==> src/rtl/cla_share_scheduler.sv <==
// ============================================================================
// cla_share_scheduler : round-robin sharing of one external CLA adder among
// NREQ requesters. Optional port rsp_ovf is built when OVF_DETECT_EN is defined.
// Revision: 1.0
// ============================================================================
`default_nettype none

module cla_share_scheduler #(
   parameter int WIDTH      = 8,
   parameter int NREQ       = 4,
   parameter int SETTLE_CYC = 1
) (
   input  logic                      clk,
   input  logic                      reset,
   input  logic [NREQ-1:0]           req_valid,
   input  logic [NREQ*WIDTH-1:0]     req_a,
   input  logic [NREQ*WIDTH-1:0]     req_b,
   input  logic [NREQ-1:0]           req_cin,
   output logic [NREQ-1:0]           req_ready,
   output logic [WIDTH-1:0]          adder_a,
   output logic [WIDTH-1:0]          adder_b,
   output logic                      adder_cin,
   input  logic [WIDTH-1:0]          adder_sum,
   input  logic                      adder_cout,
   output logic                      rsp_valid,
   input  logic                      rsp_ready,
   output logic [$clog2(NREQ)-1:0]   rsp_id,
   output logic [WIDTH-1:0]          rsp_sum,
   output logic                      rsp_cout
`ifdef OVF_DETECT_EN
   ,
   output logic                      rsp_ovf
`endif
);

   localparam int         c_IDW      = $clog2(NREQ);
   localparam logic [3:0] c_CNT_INIT = 4'(SETTLE_CYC - 1);

   typedef enum logic [1:0] {
      S_IDLE = 2'd0,
      S_EXEC = 2'd1,
      S_RESP = 2'd2
   } state_t;

   state_t             r_state;
   logic [c_IDW-1:0]   r_ptr;
   logic [c_IDW-1:0]   r_id;
   logic [3:0]         r_cnt;

   logic [NREQ-1:0]    w_grant;
   logic [c_IDW-1:0]   w_gid;
   logic               w_found;
   logic [WIDTH-1:0]   w_sel_a;
   logic [WIDTH-1:0]   w_sel_b;
   logic               w_sel_cin;

   // Search starts at the pointer and wraps; first valid requester wins.
   always_comb begin
      logic [c_IDW:0]   v_sum;
      logic [c_IDW-1:0] v_idx;
      w_grant = '0;
      w_gid   = '0;
      w_found = 1'b0;
      v_sum   = '0;
      v_idx   = '0;
      for (int k = 0; k < NREQ; k++) begin
         v_sum = {1'b0, r_ptr} + (c_IDW+1)'(k);
         if (v_sum >= (c_IDW+1)'(NREQ))
            v_sum = v_sum - (c_IDW+1)'(NREQ);
         v_idx = v_sum[c_IDW-1:0];
         if (!w_found && req_valid[v_idx]) begin
            w_found        = 1'b1;
            w_grant[v_idx] = 1'b1;
            w_gid          = v_idx;
         end
      end
   end

   always_comb begin
      w_sel_a   = '0;
      w_sel_b   = '0;
      w_sel_cin = 1'b0;
      for (int k = 0; k < NREQ; k++) begin
         w_sel_a   = w_sel_a   | (req_a[k*WIDTH +: WIDTH] & {WIDTH{w_grant[k]}});
         w_sel_b   = w_sel_b   | (req_b[k*WIDTH +: WIDTH] & {WIDTH{w_grant[k]}});
         w_sel_cin = w_sel_cin | (req_cin[k] & w_grant[k]);
      end
   end

   // Gated by reset so no grant is visible while reset is held.
   assign req_ready = (r_state == S_IDLE && !reset) ? w_grant : '0;

   always_ff @(posedge clk or posedge reset) begin
      if (reset) begin
         r_state   <= S_IDLE;
         r_ptr     <= '0;
         r_id      <= '0;
         r_cnt     <= '0;
         adder_a   <= '0;
         adder_b   <= '0;
         adder_cin <= 1'b0;
         rsp_valid <= 1'b0;
         rsp_id    <= '0;
         rsp_sum   <= '0;
         rsp_cout  <= 1'b0;
`ifdef OVF_DETECT_EN
         rsp_ovf   <= 1'b0;
`endif
      end else begin
         case (r_state)
            S_IDLE: begin
               if (w_found) begin
                  adder_a   <= w_sel_a;
                  adder_b   <= w_sel_b;
                  adder_cin <= w_sel_cin;
                  r_id      <= w_gid;
                  r_cnt     <= c_CNT_INIT;
                  r_ptr     <= (w_gid == c_IDW'(NREQ - 1)) ? '0 : w_gid + 1'b1;
                  r_state   <= S_EXEC;
               end
            end
            S_EXEC: begin
               if (r_cnt == 4'd0) begin
                  rsp_sum   <= adder_sum;
                  rsp_cout  <= adder_cout;
                  rsp_id    <= r_id;
                  rsp_valid <= 1'b1;
`ifdef OVF_DETECT_EN
                  rsp_ovf   <= (adder_a[WIDTH-1] == adder_b[WIDTH-1]) &&
                               (adder_sum[WIDTH-1] != adder_a[WIDTH-1]);
`endif
                  r_state   <= S_RESP;
               end else begin
                  r_cnt <= r_cnt - 4'd1;
               end
            end
            S_RESP: begin
               if (rsp_ready) begin
                  rsp_valid <= 1'b0;
                  r_state   <= S_IDLE;
               end
            end
            default: r_state <= S_IDLE;
         endcase
      end
   end

endmodule

`default_nettype wire

==> config.mk <==
export PLATFORM = sky130hd
export DESIGN_NAME = cla_share_scheduler
export DESIGN_NICKNAME = d
export VERILOG_FILES = /design/src/rtl/cla_share_scheduler.sv
export SDC_FILE = /design/constraint.sdc
export NUM_CORES = 1
export LEC_CHECK = 0
export ABC_CLOCK_PERIOD_IN_PS = 4400
export CORE_MARGIN = 2
export CORE_UTILIZATION = 40
export CTS_CLUSTER_SIZE = 25
export DETAILED_ROUTE_END_ITERATION = 6
export GPL_TIMING_DRIVEN = 0
export HOLD_SLACK_MARGIN = 0.08
export PLACE_DENSITY = 0.74
export SETUP_SLACK_MARGIN = 0.4
export SYNTH_ARGS = -nofsm -noshare
export SYNTH_HDL_FRONTEND = slang
export SYNTH_SLANG_ARGS = --single-unit
==> constraint.sdc <==
create_clock -name clk -period 4.4 [get_ports clk]
set_clock_uncertainty 0.15 [all_clocks]
set_input_delay 1.32 -clock clk [delete_from_list [all_inputs] [get_ports clk]]
set_output_delay 1.32 -clock clk [all_outputs]
set_load 0.005 [all_outputs]
# Word-level counts from Yosys, hierarchy flattened
# Index checks and enable logic that the tools add are counted.
# Widths: inputs -> output; s select.
totals:
  ff_bits: 39
  in_bits: 84
  output_inout_bits: 33
classes:
  add_sub_neg: 9
  order_cmp: 12
  eq_ne: 7
  n_mux: 44
  n_bitwise: 24
  n_reduce_logical: 21
ops:
  columns: ["cell", "count"]
  rows:
  - ["$and 8x8->8", 8]
  - ["$or 8x8->8", 6]
  - ["$mux 4", 7]
  - ["$mux 2", 12]
  - ["$mux 1", 14]
  - ["$lt 2x3->1 const B", 4]
  - ["$or 4x4->4", 3]
  - ["$ge 3x3->1 const B", 3]
  - ["$reduce_and 3->1", 3]
  - ["$bmux 1 s2", 4]
  - ["$demux 1 s2", 4]
  - ["$ge 2x1->1 const B", 4]
  - ["$logic_and 1x1->1", 8]
  - ["$ne 2x2->1 const B", 4]
  - ["$pmux 4 s2", 1]
  - ["$sub 2x1->2 const B", 4]
  - ["$add 2x2->3 const B", 2]
  - ["$pmux 2 s3", 1]
  - ["$and 1x1->1", 4]
  - ["$eq 2x2->1 const B", 2]
  - ["$logic_not 1->1", 4]
  - ["$logic_not 4->1", 1]
  - ["$reduce_and 2->1", 2]
  - ["$reduce_bool 2->1", 2]
  - ["other kinds (8)", 10]

# Logic depth before layout (Yosys ltp)
logic_depth:
  depth_word: 18
  depth_mapped: 12

# Worst setup path after synthesis
# OpenSTA, ideal clock, no wires.
synth_timing:
  path_type: "input to output"
  start: "input port req_valid[3]"
  end: "output port req_ready[2]"
  arrival_time_ns: 2.798
  path_slack_ns: 0.132
  path_stages: 8
  n_path_buf: 3
  cell_sequence: "buf_2 > mux4_2 > buf_6 > a211oi_1 > a22oi_2 > buf_6 > a21oi_1 > nor2_1"
synth_via:
  elab_chain_cells: 13
synth_lines:
  columns: ["element", "line", "rtl"]
  rows:
  - ["start, declared", "15", "input logic [NREQ-1:0] req_valid,"]
  - ["$bmux 1 s2", "71", "if (!w_found && req_valid[v_idx]) begin"]
  - ["$mux 1 (not written as such)", "71", null]
  - ["$mux 1", "71", null]
  - ["$logic_not 1->1", "71", null]
  - ["$logic_and 1x1->1", "71", null]
  - ["$mux 1", "71", null]
  - ["$logic_not 1->1", "71", null]
  - ["$logic_and 1x1->1", "71", null]
  - ["$mux 1", "71", null]
  - ["$logic_not 1->1", "71", null]
  - ["$logic_and 1x1->1", "71", null]
  - ["$mux 4 *", "71", null]
  - ["$mux 4 *", "91", "assign req_ready = (r_state == S_IDLE && !reset) ? w_grant : '0;"]
  - ["end, declared", "19", "output logic [NREQ-1:0] req_ready,"]
# Every way passes the cells marked *; elsewhere a longest branch is shown, timed or not. The select of a mux whose other input is x is not followed.

# Worst setup path after layout
layout_timing:
  start: "input port req_valid[3]"
  end: "output port req_ready[1]"
# The elaborated chain is that of the path after synthesis.

==> impl_metrics.py <==
metrics = {
    "route": {
        "drtAntennaViolNets": 0,
        "drt_iter0_drc": 250,
        "viasPerCell": 5.63,
        "drt-wirelength-per-cell_um": 18.0,
        "vias": 3445,
        "dr.pass1.iters": 7,
        "wirelength_um": 11000,
        "drc_errors": 0,
    },
    "clock_network": {
        "htree_num_levels": 2,
        "clk_pin_slew_ns": 0.08,
        "cts.sinks": 39,
        "cts_tree": "done",
        "clockRootBuffer": "clkbuf_8",
        "hold_buffers": 0,
        "numCtsBuffers": 5,
        "cts_buffer_depth": 2,
        "insertion_delay_ns": 0.30,
    },
    "yosys": {
        "syn_nets": 442,
        "synth_seq_area_share_pct": 31.5,
        "synth_top_area_cell": "dfrtp_1",
        "synth-seq-cells": 39,
        "yosysUniqueCellTypes": 49,
        "synth_edf_count": 0,
        "synth-main-ff-cell": "dfrtp_1",
        "synth-async-reset-ratio_pct": 100,
        "syn_area_per_cell_um2": 8.88,
        "yosysTopAreaCellShare_pct": 31.5,
        "synthTopCellsByArea": "dfrtp_1 32%, a22oi_1 7.8%, nor2_1 7.0%",
        "synth_warnings": 0,
        "syn_area_mm2": 0.00310,
        "synth_cells": 349,
    },
    "die": {
        "core_area_mm2": 0.00761,
        "top_level_ports": 117,
        "die_h_um": 92.0,
        "fp.dieW_um": 92.0,
        "rows": 32,
        "start_util_pct": 40.7,
        "dieArea_mm2": 0.00846,
    },
    "flow_run": {
        "maxCapViolCount": 0,
    },
    "layout": {
        "layout_commonest_cell": "clkdlybuf4s50_1",
        "antennaDiodeCount": 0,
        "layout_common_cells": "108 x clkdlybuf4s50_1, 56 x nor2_1, 38 x dfrtp_1",
        "multi_input_area_mm2": 0.00193,
        "area_growth_pct": 59.7,
        "finish.utilization_pct": 65.0,
        "drive_gt1_share_pct": 25.3,
        "num-fill-cells": 606,
        "nets": 602,
        "ff_latch_area_um2": 977,
    },
    "timing": {
        "report.final.slew_viol_count": 0,
        "worstMarginPinSlew_ns": 0.660,
        "fmaxAchievable_mhz": 224,
        "rsz0062_at_grt": "yes",
        "min_period_ns": 4.46,
        "period_share_pct": 101,
        "relSlewSlack_pct": 56.0,
        "fin_ws_ns": -0.0626,
        "setup_viol": 1,
        "hold_viol": 0,
        "setup_tns_ns": -0.0626,
    },
    "critical_path": {
        "required_ns": 2.93,
        "crit_path_max_incr_delay_ns": 0.51,
        "critical_path.max_fanout": 2,
        "slowest_stage": "mux4_2",
        "critPathLaunchType": "input port",
        "critPathKind": "input port to output pin",
        "crit_buf_inv": 4,
        "cpLargestDelayFamily": "compound AO/OA/AOI/OAI gates",
        "cp_cell_sequence": "buf_12 > mux4_2 > buf_6 > o21bai_4 > a221oi_4 > a21oi_4 > buf_6 > a21oi_2 > nor2_1 > buf_2",
        "cp-end-kind": "output pin",
        "crit_top_cell": "buf_6",
        "arrival_ns": 2.99,
    },
    "global_routing": {
        "grt_overflow": 0,
        "grt_max_degree": 41,
        "grt_antenna_before_repair": 0,
        "grtUsageTotal_pct": 25.0,
        "grt_pass1_vias": 3330,
        "grt_pass1_wl_um": 16700,
    },
    "pwr": {
        "leakagePower_nw": 1.97,
        "power.density_mw_per_mm2": 796,
        "vdd_drop_max_v": 0.000496,
    },
    "run_status": {
        "violations": "setup timing",
        "status": "finished with violations",
    },
    "placement": {
        "place_ws_ns": -1.20,
        "gp_congestion": 0.837,
        "place_hpwl_um": 7340,
        "io_buffers": 114,
    },
    "min_path": {
        "hold_class": "flop to flop",
    },
}
[worst register-to-register path: stages (launching register included)]
cell,delay (ns)
dfrtp_1,0.41
buf_6,0.15
inv_1,0.19
ha_1,0.29
buf_6,0.14
mux2i_4,0.20
mux2_4,0.30
buf_4,0.15
a221oi_4,0.29
a21oi_4,0.07
buf_4,0.14
buf_4,0.16
a22oi_1,0.21
a31oi_1,0.11
[synth_stat cells (5+ instances only)]
| library cell | instances |
|---|---|
| o21ai_0 | 8 |
| inv_1 | 11 |
| a22oi_1 | 32 |
| nor2_2 | 12 |
| ha_1 | 9 |
| mux2_2 | 13 |
| nor2_1 | 58 |
| buf_6 | 7 |
| nand2b_1 | 5 |
| nand2_1 | 16 |
| a31oi_1 | 17 |
| mux2i_1 | 6 |
| a221oi_1 | 18 |
| dfrtp_1 | 39 |
| clkbuf_8 | 8 |
| a21oi_1 | 37 |
[per-stage QoR]
| step | hold WS, ns | instances | total power [mW] | area [um2] |
|---|---|---|---|---|
| floorplan | 0.327 | 349 | 2.30 | 3120 |
| global placement | 0.337 | 565 | 3.04 | 4390 |
| detailed placement | 0.343 | 565 | 3.09 | 4390 |
| CTS | 0.364 | 595 | 3.67 | 4770 |
| global route | 0.377 | 612 | 4.20 | 4950 |
| finish | 0.358 | 612 | 3.94 | 4950 |
[kinds of logic (layout without fill, tap and decap cells)]
logic type | count (synthesis) | count (layout) | synth area share (%)
AO/OA/AOI/OAI | 135 | 135 | 29.8
XOR/XNOR | 3 | 3 | 0.848
adder cells (fa/ha/maj) | 9 | 9 | 3.63
buffers and inverters | 38 | 199 | 9.98
flip-flops | 39 | 39 | 31.5
multiplexers | 23 | 23 | 9.69
AND/OR/NAND/NOR | 102 | 102 | 14.6
[registers in the layout, indices dropped and copies added (netlist names)]
| signal | flops |
|---|---|
| rsp_id | 2 |
| r_ptr | 2 |
| adder_b | 8 |
| adder_cin | 1 |
| rsp_sum | 8 |
| rsp_cout | 1 |
| rsp_valid | 1 |
| r_state | 2 |
| adder_a | 8 |
| r_id | 2 |
| r_cnt | 4 |
[timing repair]
item,in CTS,in global routing
buffers inserted,22,17
gates resized for setup,54,16
setup endpoints to repair,4,4
pin swaps,8,6
[final cells by class]
type                       instances  share of cell area, %
sequential                        39                   19.8
clock buffer                       5                   1.39
clock inverter                     3                  0.961
inverter                          11                   1.01
multi-input combinational        272                   39.1
buffer                            27                   6.04
timing repair buffer             153                   29.2
tap                              102                   2.58
[routing by layer]
metal  vias up  track usage [%]  part of all wire [%]
li1       1626                -                     -
met1      1610             32.0                    41
met2       189             42.2                    49
met3        20             4.27                   8.0
met4         0             9.45                   2.5
met5         -                0                     0
[worst paths after layout]
| check | start | endpoint | slack (ns) | depth (start not counted) |
|---|---|---|---|---|
| worst max-delay path | req_valid[3] | req_ready[1] | -0.06 | 10 |
| max in group asynchronous | reset | r_ptr[0]$_DFFE_PP0P_ | 2.55 | 2 |
| worst max register to register | r_ptr[1]$_DFFE_PP0P_ | adder_b[1]$_DFFE_PP0P_ | 1.33 | 13 |
| min in group asynchronous | reset | adder_a[1]$_DFFE_PP0P_ | 1.24 | 2 |
| worst min register to register | rsp_sum[2]$_DFFE_PP0P_ | rsp_sum[2]$_DFFE_PP0P_ | 0.36 | 1 |
| worst min-delay path | rsp_sum[2]$_DFFE_PP0P_ | rsp_sum[2]$_DFFE_PP0P_ | 0.36 | 1 |
[where the power goes]
group / total (mW) / switching [mW] / leakage [nW] / internal (mW)
logic: 2.98 / 1.47 / 1.46 / 1.50
registers: 0.642 / 0.0956 / 0.449 / 0.546
clock network: 0.321 / 0.149 / 0.0587 / 0.172
No activity file was read; power rests on OpenSTA's default activity.
